## src/rtl/uart_echo_buffer_pkg.sv

```systemverilog
// Shared definitions for the UART echo buffer:
//   - read-side FSM state encoding (2 bits)
//   - ASCII letter bounds and the case bit
//   - MODE codes and the byte case-swap helper
package uart_echo_buffer_pkg;

  // Read-side FSM states
  typedef enum logic [1:0] {
    ST_IDLE = 2'd0,
    ST_LOAD = 2'd1,
    ST_SEND = 2'd2,
    ST_WAIT = 2'd3
  } echo_state_e;

  // ASCII letter ranges; upper and lower case differ only in bit 5
  localparam logic [7:0] ASCII_UC_LO    = 8'h41;
  localparam logic [7:0] ASCII_UC_HI    = 8'h5A;
  localparam logic [7:0] ASCII_LC_LO    = 8'h61;
  localparam logic [7:0] ASCII_LC_HI    = 8'h7A;
  localparam logic [7:0] ASCII_CASE_BIT = 8'h20;

  // Echo modes
  localparam int unsigned MODE_ECHO = 0;
  localparam int unsigned MODE_SWAP = 1;

  // True for 'A'..'Z' and 'a'..'z'
  function automatic logic is_ascii_letter(input logic [7:0] b);
    return ((b >= ASCII_UC_LO) && (b <= ASCII_UC_HI)) ||
           ((b >= ASCII_LC_LO) && (b <= ASCII_LC_HI));
  endfunction

  // Flip the case of ASCII letters, pass everything else through
  function automatic logic [7:0] ascii_case_swap(input logic [7:0] b);
    return is_ascii_letter(b) ? (b ^ ASCII_CASE_BIT) : b;
  endfunction

endpackage

```

## src/rtl/uart_echo_buffer_sync_fifo.sv

```systemverilog
// Single-clock FIFO used by the echo buffer.
// Ports:
//   clk, rst_n   : clock, asynchronous active-low reset
//   push_i       : write din_i this cycle (ignored when full)
//   pop_i        : advance the read pointer this cycle (ignored when empty)
//   din_i        : write data
//   dout_c       : combinational read of the entry at the read pointer
//   count_o      : registered occupancy, 0..DEPTH
//   full_c       : count_o == DEPTH
//   empty_c      : count_o == 0
// DEPTH must be a power of two (>= 2) so pointers wrap by natural overflow.
module uart_echo_buffer_sync_fifo #(
  parameter int unsigned DATA_W = 8,
  parameter int unsigned DEPTH  = 16
) (
  input  logic                     clk,
  input  logic                     rst_n,
  input  logic                     push_i,
  input  logic                     pop_i,
  input  logic [DATA_W-1:0]        din_i,
  output logic [DATA_W-1:0]        dout_c,
  output logic [$clog2(DEPTH):0]   count_o,
  output logic                     full_c,
  output logic                     empty_c
);

  localparam int unsigned AW    = $clog2(DEPTH);
  localparam int unsigned CNT_W = AW + 1;

  logic [DATA_W-1:0] mem_q [DEPTH];
  logic [AW-1:0]     wr_ptr_q, wr_ptr_d;
  logic [AW-1:0]     rd_ptr_q, rd_ptr_d;
  logic [CNT_W-1:0]  count_q, count_d;
  logic              wr_en_c;
  logic              rd_en_c;

  assign full_c  = (count_q == CNT_W'(DEPTH));
  assign empty_c = (count_q == '0);
  assign wr_en_c = push_i && !full_c;
  assign rd_en_c = pop_i && !empty_c;
  assign dout_c  = mem_q[rd_ptr_q];
  assign count_o = count_q;

  // Pointer and occupancy next-state
  always_comb begin
    wr_ptr_d = wr_ptr_q;
    rd_ptr_d = rd_ptr_q;
    count_d  = count_q;
    if (wr_en_c) begin
      wr_ptr_d = wr_ptr_q + AW'(1);
    end
    if (rd_en_c) begin
      rd_ptr_d = rd_ptr_q + AW'(1);
    end
    unique case ({wr_en_c, rd_en_c})
      2'b10:   count_d = count_q + CNT_W'(1);
      2'b01:   count_d = count_q - CNT_W'(1);
      default: count_d = count_q;
    endcase
  end

  // Pointer and occupancy registers
  always_ff @(posedge clk or negedge rst_n) begin
    if (!rst_n) begin
      wr_ptr_q <= '0;
      rd_ptr_q <= '0;
      count_q  <= '0;
    end else begin
      wr_ptr_q <= wr_ptr_d;
      rd_ptr_q <= rd_ptr_d;
      count_q  <= count_d;
    end
  end

  // Storage; contents are don't-care after reset since pointers are cleared
  always_ff @(posedge clk) begin
    if (wr_en_c) begin
      mem_q[wr_ptr_q] <= din_i;
    end
  end

endmodule

```

## src/rtl/uart_echo_buffer.sv

```systemverilog
// Echo engine between uart_rx and uart_tx. Received bytes are queued in a
// FIFO and sent one at a time, optionally with ASCII case swapped.
// Ports:
//   ICE_CLK, ICE_RST_N : clock, asynchronous active-low reset
//   rx_dv, rx_byte     : one-cycle receive strobe and its byte
//   tx_done            : one-cycle end-of-frame strobe from uart_tx
//   tx_dv, tx_byte     : one-cycle start strobe and byte held until next load
//   led                : low LED_W bits of the last strobed rx byte
//   fifo_count         : FIFO occupancy
//   overflow           : sticky, set when a byte arrives while the FIFO is full
// MODE swap operates on bits [7:0]; DATA_W must be at least 8.
module uart_echo_buffer
  import uart_echo_buffer_pkg::*;
#(
  parameter int unsigned DATA_W = 8,
  parameter int unsigned DEPTH  = 16,
  parameter int unsigned LED_W  = 5,
  parameter int unsigned MODE   = MODE_ECHO
) (
  input  logic                   ICE_CLK,
  input  logic                   ICE_RST_N,
  input  logic                   rx_dv,
  input  logic [DATA_W-1:0]      rx_byte,
  input  logic                   tx_done,
  output logic                   tx_dv,
  output logic [DATA_W-1:0]      tx_byte,
  output logic [LED_W-1:0]       led,
  output logic [$clog2(DEPTH):0] fifo_count,
  output logic                   overflow
);

  logic              fifo_full_c;
  logic              fifo_empty_c;
  logic              pop_c;
  logic [DATA_W-1:0] fifo_dout_c;
  logic [DATA_W-1:0] xform_c;

  echo_state_e       state_q, state_d;
  logic              tx_dv_q, tx_dv_d;
  logic [DATA_W-1:0] tx_byte_q, tx_byte_d;
  logic [LED_W-1:0]  led_q;
  logic              overflow_q;

  // Byte queue; a push into a full FIFO is discarded inside the FIFO
  uart_echo_buffer_sync_fifo #(
    .DATA_W (DATA_W),
    .DEPTH  (DEPTH)
  ) u_fifo (
    .clk     (ICE_CLK),
    .rst_n   (ICE_RST_N),
    .push_i  (rx_dv),
    .pop_i   (pop_c),
    .din_i   (rx_byte),
    .dout_c  (fifo_dout_c),
    .count_o (fifo_count),
    .full_c  (fifo_full_c),
    .empty_c (fifo_empty_c)
  );

  // Outbound transform; bits above 7 always pass through
  always_comb begin
    xform_c = fifo_dout_c;
    if (MODE == MODE_SWAP) begin
      xform_c[7:0] = ascii_case_swap(fifo_dout_c[7:0]);
    end
  end

  // Read-side FSM: next state and registered-output next values
  always_comb begin
    state_d   = state_q;
    tx_byte_d = tx_byte_q;
    tx_dv_d   = 1'b0;
    pop_c     = 1'b0;
    unique case (state_q)
      ST_IDLE: begin
        // Look at the incoming strobe as well so an empty FIFO reaches
        // LOAD one cycle after the write; no pop can happen in IDLE, so a
        // strobe here always ends up in the FIFO or the FIFO is non-empty.
        if (!fifo_empty_c || rx_dv) begin
          state_d = ST_LOAD;
        end
      end
      ST_LOAD: begin
        tx_byte_d = xform_c;
        pop_c     = 1'b1;
        tx_dv_d   = 1'b1;
        state_d   = ST_SEND;
      end
      ST_SEND: begin
        state_d = ST_WAIT;
      end
      ST_WAIT: begin
        if (tx_done) begin
          state_d = ST_IDLE;
        end
      end
      default: begin
        state_d = ST_IDLE;
      end
    endcase
  end

  // FSM and transmit-side registers; tx_dv_q is high exactly in SEND
  always_ff @(posedge ICE_CLK or negedge ICE_RST_N) begin
    if (!ICE_RST_N) begin
      state_q   <= ST_IDLE;
      tx_dv_q   <= 1'b0;
      tx_byte_q <= '0;
    end else begin
      state_q   <= state_d;
      tx_dv_q   <= tx_dv_d;
      tx_byte_q <= tx_byte_d;
    end
  end

  // LED mirror and sticky overflow; a drop is decided on the pre-pop count
  always_ff @(posedge ICE_CLK or negedge ICE_RST_N) begin
    if (!ICE_RST_N) begin
      led_q      <= '0;
      overflow_q <= 1'b0;
    end else if (rx_dv) begin
      led_q <= rx_byte[LED_W-1:0];
      if (fifo_full_c) begin
        overflow_q <= 1'b1;
      end
    end
  end

  assign tx_dv    = tx_dv_q;
  assign tx_byte  = tx_byte_q;
  assign led      = led_q;
  assign overflow = overflow_q;

endmodule
```

## config.mk

```make
export PLATFORM = sky130hd
export DESIGN_NAME = uart_echo_buffer
export DESIGN_NICKNAME = d
export VERILOG_FILES = /design/src/rtl/uart_echo_buffer_pkg.sv /design/src/rtl/uart_echo_buffer_sync_fifo.sv /design/src/rtl/uart_echo_buffer.sv
export SDC_FILE = /design/constraint.sdc
export NUM_CORES = 1
export LEC_CHECK = 0
export ABC_CLOCK_PERIOD_IN_PS = 3700
export CAP_MARGIN = 15
export CORE_MARGIN = 2
export CORE_UTILIZATION = 41
export CTS_BUF_LIST = sky130_fd_sc_hd__clkbuf_8
export DETAILED_ROUTE_END_ITERATION = 8
export SETUP_SLACK_MARGIN = 0.15
export SLEW_MARGIN = 20
export SYNTH_ARGS = -nofsm -noshare
export SYNTH_HDL_FRONTEND = slang
export SYNTH_SLANG_ARGS = --single-unit
```

## constraint.sdc

```tcl
create_clock -name ICE_CLK -period 3.7 [get_ports ICE_CLK]
set_input_delay 0.74 -clock ICE_CLK [delete_from_list [all_inputs] [get_ports ICE_CLK]]
set_output_delay 0.74 -clock ICE_CLK [all_outputs]
set_load 0.05 [all_outputs]
```

### Yosys cells after proc, flatten, opt, wreduce, memory -nomap -nowiden

Memory sizes are Yosys's and may differ from the RTL's. A register that Yosys moved wholly into a read port is not among the register bits.
Index checks and enable logic that the tools add are counted.

* $add $sub $neg: 4
* equal/unequal tests: 8
* muxes and demuxes: 7
* reductions and logical operators: 11

Operators with widths (count)
* case mux 5 bit (2 select lines): 1
* adder 4 x 1 -> 4 bit, second input constant: 2
* case mux 2 bit (4 select lines): 1
* equality test 2 bit, second input constant: 3
* adder 5 x 1 -> 5 bit, second input constant: 1
* equality test 5 bit, second input constant: 1
* logical NOT 5 bit: 1
* subtractor 5 x 1 -> 5 bit, second input constant: 1
* equality test 2 x 1 -> 1 bit, second input constant: 2
* two-way mux 2 bit: 2
* inequality test 2 bit, second input constant: 2
* AND reduction 2 bit: 2
* logical NOT 1 bit: 3
* two-way mux 1 bit: 3
* logical AND 1 bit: 2
* logical NOT 2 bit: 1
* nonzero test 2 bit: 1
* logical OR 1 bit: 1

* register bits: 22
* RAM bits: 128
* word-level logic and storage cells: 38
* memories kept: 1

Memory list
* u_fifo.mem_q: depth 16, bits a word 8, rd ports 1, clocked after Yosys merged registers in 1, wr ports 1, line uart_echo_buffer_sync_fifo.sv:30 `logic [DATA_W-1:0] mem_q [DEPTH];`

### Logic depth before layout (Yosys ltp)

Gate-level depths: netlist (run 1).

* word-level depth: 5
* mapped depth: 12

### Hierarchy

A second synthesis (run 1) with hierarchy kept.

* cells, all modules: 378
* area, all modules: 6505.0 µm²

By module, submodules not included
* uart_echo_buffer_sync_fifo: times used 1, cells an instance 332, area an instance 5779.3 µm², seq. area each 4169.0 µm²
* uart_echo_buffer: times used 1, cells an instance 46, area an instance 725.7 µm², seq. area each 425.4 µm²

### Worst setup path after synthesis (run 1)

No wires, ideal clock.

* path type: register to register
* start point: register u_fifo.count_q[2], in the netlist u_fifo.count_o[2]
* end point: register u_fifo.count_q[4], in the netlist u_fifo.count_o[4]
* library setup time: 0.144 ns
* arrival time: 3.008 ns
* required time: 3.556 ns
* slack: 0.548 ns
* stages on the path, launching flop included: 13
* path buffers: 2
* path through: dfrtp_1 > clkbuf_1 > nor4_2 > a21oi_2 > inv_1 > ha_1 > clkbuf_1 > xor2_1 > ha_1 > a21boi_0 > o32ai_1 > nor4b_1 > xnor2_1

* longest elaborated chain between the ends: 5
* elaborated cells between the ends (all ways): 12

Ends and longest elaborated chain
* from (decl): line uart_echo_buffer_sync_fifo.sv:33 `logic [CNT_W-1:0] count_q, count_d;`
* from (signal assigned): line uart_echo_buffer_sync_fifo.sv:71 `count_q <= count_d;`
* equality test 5 bit or logical NOT 5 bit (tied branches): line uart_echo_buffer_sync_fifo.sv:37, uart_echo_buffer_sync_fifo.sv:38
* logical NOT 1 bit, on equally long branches: line uart_echo_buffer_sync_fifo.sv:39, uart_echo_buffer_sync_fifo.sv:40
* logical AND 1 bit, on equally long branches: line uart_echo_buffer_sync_fifo.sv:39, uart_echo_buffer_sync_fifo.sv:40
* equality test 2 x 1 -> 1 bit or equality test 2 bit (tied branches): line uart_echo_buffer_sync_fifo.sv:55 `unique case ({wr_en_c, rd_en_c})`
* case mux 5 bit (2 select lines) or nonzero test 2 bit (tied branches)

Parallel ways exist; a longest one is shown, timed or not.
A chain may end at the register's enable or synchronous reset.

### Final worst setup path (run 1)

* start point: register u_fifo.count_q[2], in the netlist u_fifo.count_o[2]
* end point: register u_fifo.count_q[4], in the netlist u_fifo.count_o[4]

* longest elaborated chain between the ends: 5
* elaborated cells between the ends (all ways): 12

Ends and longest elaborated chain
* logical NOT 5 bit *: line uart_echo_buffer_sync_fifo.sv:38 `assign empty_c = (count_q == '0);`
* logical NOT 1 bit *: line uart_echo_buffer_sync_fifo.sv:40 `assign rd_en_c = pop_i && !empty_c;`
* logical AND 1 bit *: line uart_echo_buffer_sync_fifo.sv:40
* named net u_fifo.rd_en_c: line uart_echo_buffer_sync_fifo.sv:35 `logic rd_en_c;`
* equality test 2 x 1 -> 1 bit or equality test 2 bit (tied branches): line uart_echo_buffer_sync_fifo.sv:55
* case mux 5 bit (2 select lines) or nonzero test 2 bit (tied branches)

The timed path passes the listed nets; every way through them passes the cells marked *.

==> results of run 1 <==
worst min path at each step:
| stage | cells past startpoint | end | slack [ps] |
|---|---|---|---|
| floorplan | 0 | led[0] | 440 |
| global placement | 1 | overflow | 450 |
| detailed placement | 1 | overflow | 470 |
| CTS | 1 | overflow | 490 |
| global route | 1 | overflow | 520 |
| finish | 1 | overflow | 480 |
layout make-up:
| type | count | area (sq um) |
|---|---|---|
| sequential | 158 | 4600 |
| tap | 211 | 264 |
| timing repair buffer | 53 | 475 |
| fill | 1293 | 7810 |
| clock buffer | 17 | 234 |
| inverter | 9 | 33.8 |
| multi-input combinational | 159 | 1710 |
| clock inverter | 15 | 188 |
metrics by stage:
stage          instances  utilization
3_5_place_dp         590        0.462
5_1_grt              622        0.490
4_1_cts              622        0.490
3_3_place_gp         590        0.462
6_report             622        0.490
2_1_floorplan        346            -
per-layer routing:
| layer | part of all wire | GRT usage |
|---|---|---|
| met1 | 0.46 | 0.211 |
| met2 | 0.49 | 0.253 |
| met5 | 0 | 0 |
| met4 | 0.013 | 0.0563 |
| met3 | 0.041 | 0.0434 |
placed cells by master, fill, tap and decap left out, drive strengths merged:
cell           instances
ha                    14
nor4b                  2
or2                    1
inv                   15
o22ai                 16
o32ai                  1
bufinv                 3
nor4                   2
xnor2                  7
a21o                   1
nor3                   5
mux2                  16
nor3b                  2
a31o                   1
clkinv                 4
clkinvlp               2
edfxtp               128
and3b                  1
a21boi                 2
nand4                  3
nand2                  9
clkdlybuf4s50         31
o21ai                  5
buf                   22
or4b                   1
a311oi                 1
mux4                  32
xor2                   4
nor2                  15
dfrtp                 30
a21oi                 11
nand2b                 5
nor2b                  1
clkbuf                17
mux2i                  1
flip-flops by register name, indices dropped and copies added (netlist names):
signal,flops
u_fifo.rd_ptr_q,4
tx_byte,8
tx_dv,1
state_q,2
u_fifo.wr_ptr_q,4
u_fifo.count_o,5
u_fifo.mem_q,128
overflow,1
led,5
worst max-delay path, stage by stage (launching register included):
cell,delay (ps)
dfrtp_1,490
nor4_2,490
a21boi_1,270
ha_1,410
ha_1,270
or4b_2,660
o32ai_1,130
nor4b_1,100
xnor2_1,130
power by group through the flow:
| stage | logic [mW] | clock network [mW] | registers [mW] |
|---|---|---|---|
| 3_3_place_gp | 1.95 | 0 | 2.52 |
| 4_1_cts | 1.99 | 1.38 | 2.50 |
| 2_1_floorplan | 1.29 | 0 | 2.66 |
| 6_report | 1.97 | 1.34 | 2.49 |
| 3_5_place_dp | 1.99 | 0 | 2.53 |
| 5_1_grt | 2.13 | 1.46 | 2.53 |
kinds of logic after synthesis:
family	count (synthesis)	share of synthesized area
compound gates	38	0.0361
fa+ha+maj	14	0.0271
xor+xnor	11	0.0149
mux	49	0.149
simple gates	47	0.0384
flops	158	0.712
buf+inv	29	0.0231
==> flow_summary.ini, run 1 <==
[floorplan]
row_count = 45
die_area_sq_mm = 0.0168
ioPinCount = 32
die_x_um = 129
start_util = 0.421
coreArea_sq_mm = 0.0153
die_h_um = 129

[logic_synthesis]
synth_edf_count = 128
avgSynthCellArea_sq_um = 18.7
yosys.area.top_type = edfxtp_1
syn_nets = 372
yosysMostFrequentCell = edfxtp_1
synth_flop_cell = edfxtp_1
async_reset_ff_frac = 0.190
ys_ff_latch = 158
postSynthCellCount = 346
synth_area_leaders = edfxtp_1 (60%), dfrtp_1 (12%), mux4_2 (6.6%), mux4_1 (5.3%), mux2_2 (2.8%)
synth_area_sq_mm = 0.00645
synth-seq-area-share = 0.712
synth_common_cells = edfxtp_1 (128), dfrtp_1 (30), mux4_2 (19), mux2_2 (16), o22ai_1 (16)
synth_top_area_frac = 0.595
yosys_warnings = 0
ys_types = 38

[setup_path]
crit_start = u_fifo.count_o[2]
startpoint_type = flip-flop
cp_max_fo = 13
rr_startpoint = u_fifo.count_o[2]
critPathRequiredTime_ps = 4040
crit_end = u_fifo.count_o[4]
reg2reg_setup_slack_ps = 620
critPathKind = flip-flop to flip-flop
r2r_end = u_fifo.count_o[4]
r2r_cells = 8
critical_path.endpoint_type = flip-flop
cp.arrival_ps = 3420

[clock_network]
cts.clk_slew.worst_paths_ps = 90
cts_root_buf = clkbuf_8
cts_tree = built
postCtsSetupBuffers = 0
clock_latency_ps = 450
ctsResizeCount = 0
cts.sinks = 158
cts_hold_buf = 0
cts_made_buffers = 17
htreeDepth = 4
clockBufferDepth = 2

[cells_and_area]
nNetsFinal = 424
area.growth.synth_to_final_pct = 16.2
n_antenna_cell = 0
finish.instance_area_sq_mm = 0.00750
drive_gt1_frac = 0.229

[timing]
setup_slack_ps = 622
maxSlewHeadroom = 0.304
skew_ps = 8.23
setup_viol = 0
timing.hold.ws_ps = 483
fin_crit_ps = 3080
rsz0062_at_grt = false
tns_ps = 0
worst_pin_slew_ps = 1040
drv_slew = 0
fmax_mhz = 325
finalCritPeriodShare = 0.832
hold_viol_final = 0

[power_and_ir_drop]
p_int_mw = 3.79
power.switching_mw = 2.00
power_frac_seq = 0.429
p_leak_nw = 2.59
power.total_mw = 5.79
vdd_drop_max_mv = 0.541
switching_share = 0.346
pwr-share-comb = 0.340
powerDensity_mw_per_mm2 = 772
clkPwrFrac = 0.231

[grt]
gr-usage-all-layers = 0.158
grt_pass1_vias = 3348
antenna_found_initial = 0
grt_overflow = 0
grt_max_degree = 36
grt_pass1_wl_mm = 19.0

[placement]
port_buffers = 31
dpl.hpwl_mm = 7.57
place.gp.congestion = 0.756
pre_cts_slack_ps = 451
place_area_sq_mm = 0.00708

[worst_hold_path]
min_path_type = flip-flop to flip-flop
hold_start = overflow

[detailed_routing]
ant_nets = 0
via_count = 3256
dr.pass1.iters = 4
drtIter0Drc = 287
viasPerCell = 5.23
wl_per_cell_um = 19.2
drc_errors = 0
routed_wl_mm = 12.0

[status]
status = finished, final reports clean

[run]
drv_cap = 0
(Power assumes the default switching activity.)
==> run 2: changes to the inputs <==
ABC_CLOCK_PERIOD_IN_PS = 3000   (was 3700)
clock period = 3 ns   (was 3.7 ns; I/O delays follow)
==> flow_summary.ini, run 2 (synthesized netlist as in run 1, its figures left out) <==
[worst_hold_path]
min_path_type = flip-flop to flip-flop

[cells_and_area]
largest_register_ff_count = 128
layout_common_cells = edfxtp_1 (128), clkdlybuf4s50_1 (31), dfrtp_1 (27), buf_4 (27), mux4_2 (19)
area.growth.synth_to_final_pct = 16.4
multi_input_area_sq_mm = 0.00174
fillers = 1302
drive_gt1_frac = 0.247
seq_area_sq_mm = 0.00460
nNetsFinal = 430
layout_commonest_cell = edfxtp_1
n_antenna_cell = 0
regMostFlops = u_fifo.mem_q

[detailed_routing]
dr.pass1.iters = 4
drc_errors = 0
drtIter0Drc = 298
routed_wl_mm = 12.8
ant_nets = 0
via_count = 3288
wl_per_cell_um = 20.4
viasPerCell = 5.24

[placement]
place.gp.congestion = 0.795
pre_cts_slack_ps = 17.7
port_buffers = 31
dpl.hpwl_mm = 8.22

[floorplan]
die_area_sq_mm = 0.0168
row_count = 45
start_util = 0.421
die_h_um = 129
ioPinCount = 32
coreArea_sq_mm = 0.0153
die_x_um = 129

[grt]
gr-usage-all-layers = 0.164
grt_max_degree = 31
antenna_found_initial = 0
grt_overflow = 0
grt_pass1_vias = 3383
grt_pass1_wl_mm = 19.5

[setup_path]
r2r_end = u_fifo.count_o[4]
cp.arrival_ps = 2980
startpoint_type = flip-flop
critPathKind = flip-flop to flip-flop
crit_end = u_fifo.count_o[4]
rr_startpoint = u_fifo.count_o[2]
cp_max_fo = 9
crit_chain = nor4_4, a21boi_4, ha_2, ha_1, or4b_2, o32ai_1, nor4b_2, xnor2_1
reg2reg_setup_slack_ps = 340
crit_start = u_fifo.count_o[2]
max_stage_delay_ps = 670
critical_path.endpoint_type = flip-flop
critPathRequiredTime_ps = 3320
r2r_cells = 8
cp_slowest_cell = or4b_2

[timing]
worst_pin_slew_ps = 891
drv_slew = 0
rsz0062_at_grt = false
fmax_mhz = 376
maxSlewHeadroom = 0.406
setup_viol = 0
finalCritPeriodShare = 0.887
fin_crit_ps = 2660
skew_ps = 22.8
hold_viol_final = 0
tns_ps = 0
setup_slack_ps = 339

[clock_network]
htreeDepth = 4
clock_latency_ps = 460
clockBufferDepth = 2
cts_tree = built
cts_root_buf = clkbuf_8
postCtsSetupBuffers = 0
cts.clk_slew.worst_paths_ps = 80
cts.sinks = 158
cts_made_buffers = 17

[status]
status = finished, final reports clean

[power_and_ir_drop]
powerDensity_mw_per_mm2 = 930
vdd_drop_max_mv = 0.433
p_leak_nw = 2.59

[run]
drv_cap = 0
==> run 2: how the worst min path moves through the flow <==
stage / start / end / slack (ps) / cells past startpoint
global placement: overflow / overflow / 450 / 1
CTS: overflow / overflow / 480 / 1
finish: overflow / overflow / 470 / 1
floorplan: ICE_RST_N / led[0] / 300 / 0
global route: overflow / overflow / 500 / 1
detailed placement: overflow / overflow / 460 / 1
==> run 2: layout make-up <==
type / instances / share of cell area
clock inverter: 14 / 0.0130
clock buffer: 18 / 0.0330
tap: 211 / 0.0351
timing repair buffer: 59 / 0.0709
sequential: 158 / 0.612
multi-input combinational: 159 / 0.232
inverter: 9 / 0.00450
==> run 2: metrics by stage <==
stage                     utilization  total power [mW]  area (sq um)  cells  hold WS [ps]
after floorplan                     -              4.89          6470    346           304
after global placement          0.467              5.61          7150    596           452
after detailed placement        0.467              5.67          7150    596           461
after CTS                       0.490              7.05          7500    628           480
after global routing            0.491              7.35          7510    628           495
final                           0.491              6.99          7510    628           474
==> run 2: timing repair <==
action                     CTS  global route
hold endpoints to repair     0             0
resized for setup            0             3
setup endpoints to repair    0             1
hold buffers                 0             0
==> run 2: report_power, final <==
group          switching [mW]  internal [mW]  total (mW)
combinational            1.38           1.15        2.53
sequential              0.345           2.74        3.08
clock                   0.789          0.591        1.38
==> run 2: layer usage <==
| metal | GRT usage | part of all wire | vias up |
|---|---|---|---|
| li1 | - | - | 1487 |
| met1 | 0.221 | 0.45 | 1727 |
| met2 | 0.265 | 0.50 | 67 |
| met3 | 0.0438 | 0.043 | 7 |
| met4 | 0.0512 | 0.0070 | 0 |
| met5 | 0 | 0 | - |
==> run 2: worst max-delay path: cells and delay by family, from the launching register on <==
family,cells,cell delay (ps)
AOI/OAI and AO/OA,2,300
xor gates and xnor gates,1,140
adders and majority gates,2,470
DFF,1,490
and+or+nand+nor,3,1130
==> run 3: changes to the inputs <==
ABC_CLOCK_PERIOD_IN_PS = default   (was 3000)
==> results of run 3 <==
No change in the layout: final DEF, timing and power equal those of run 2.
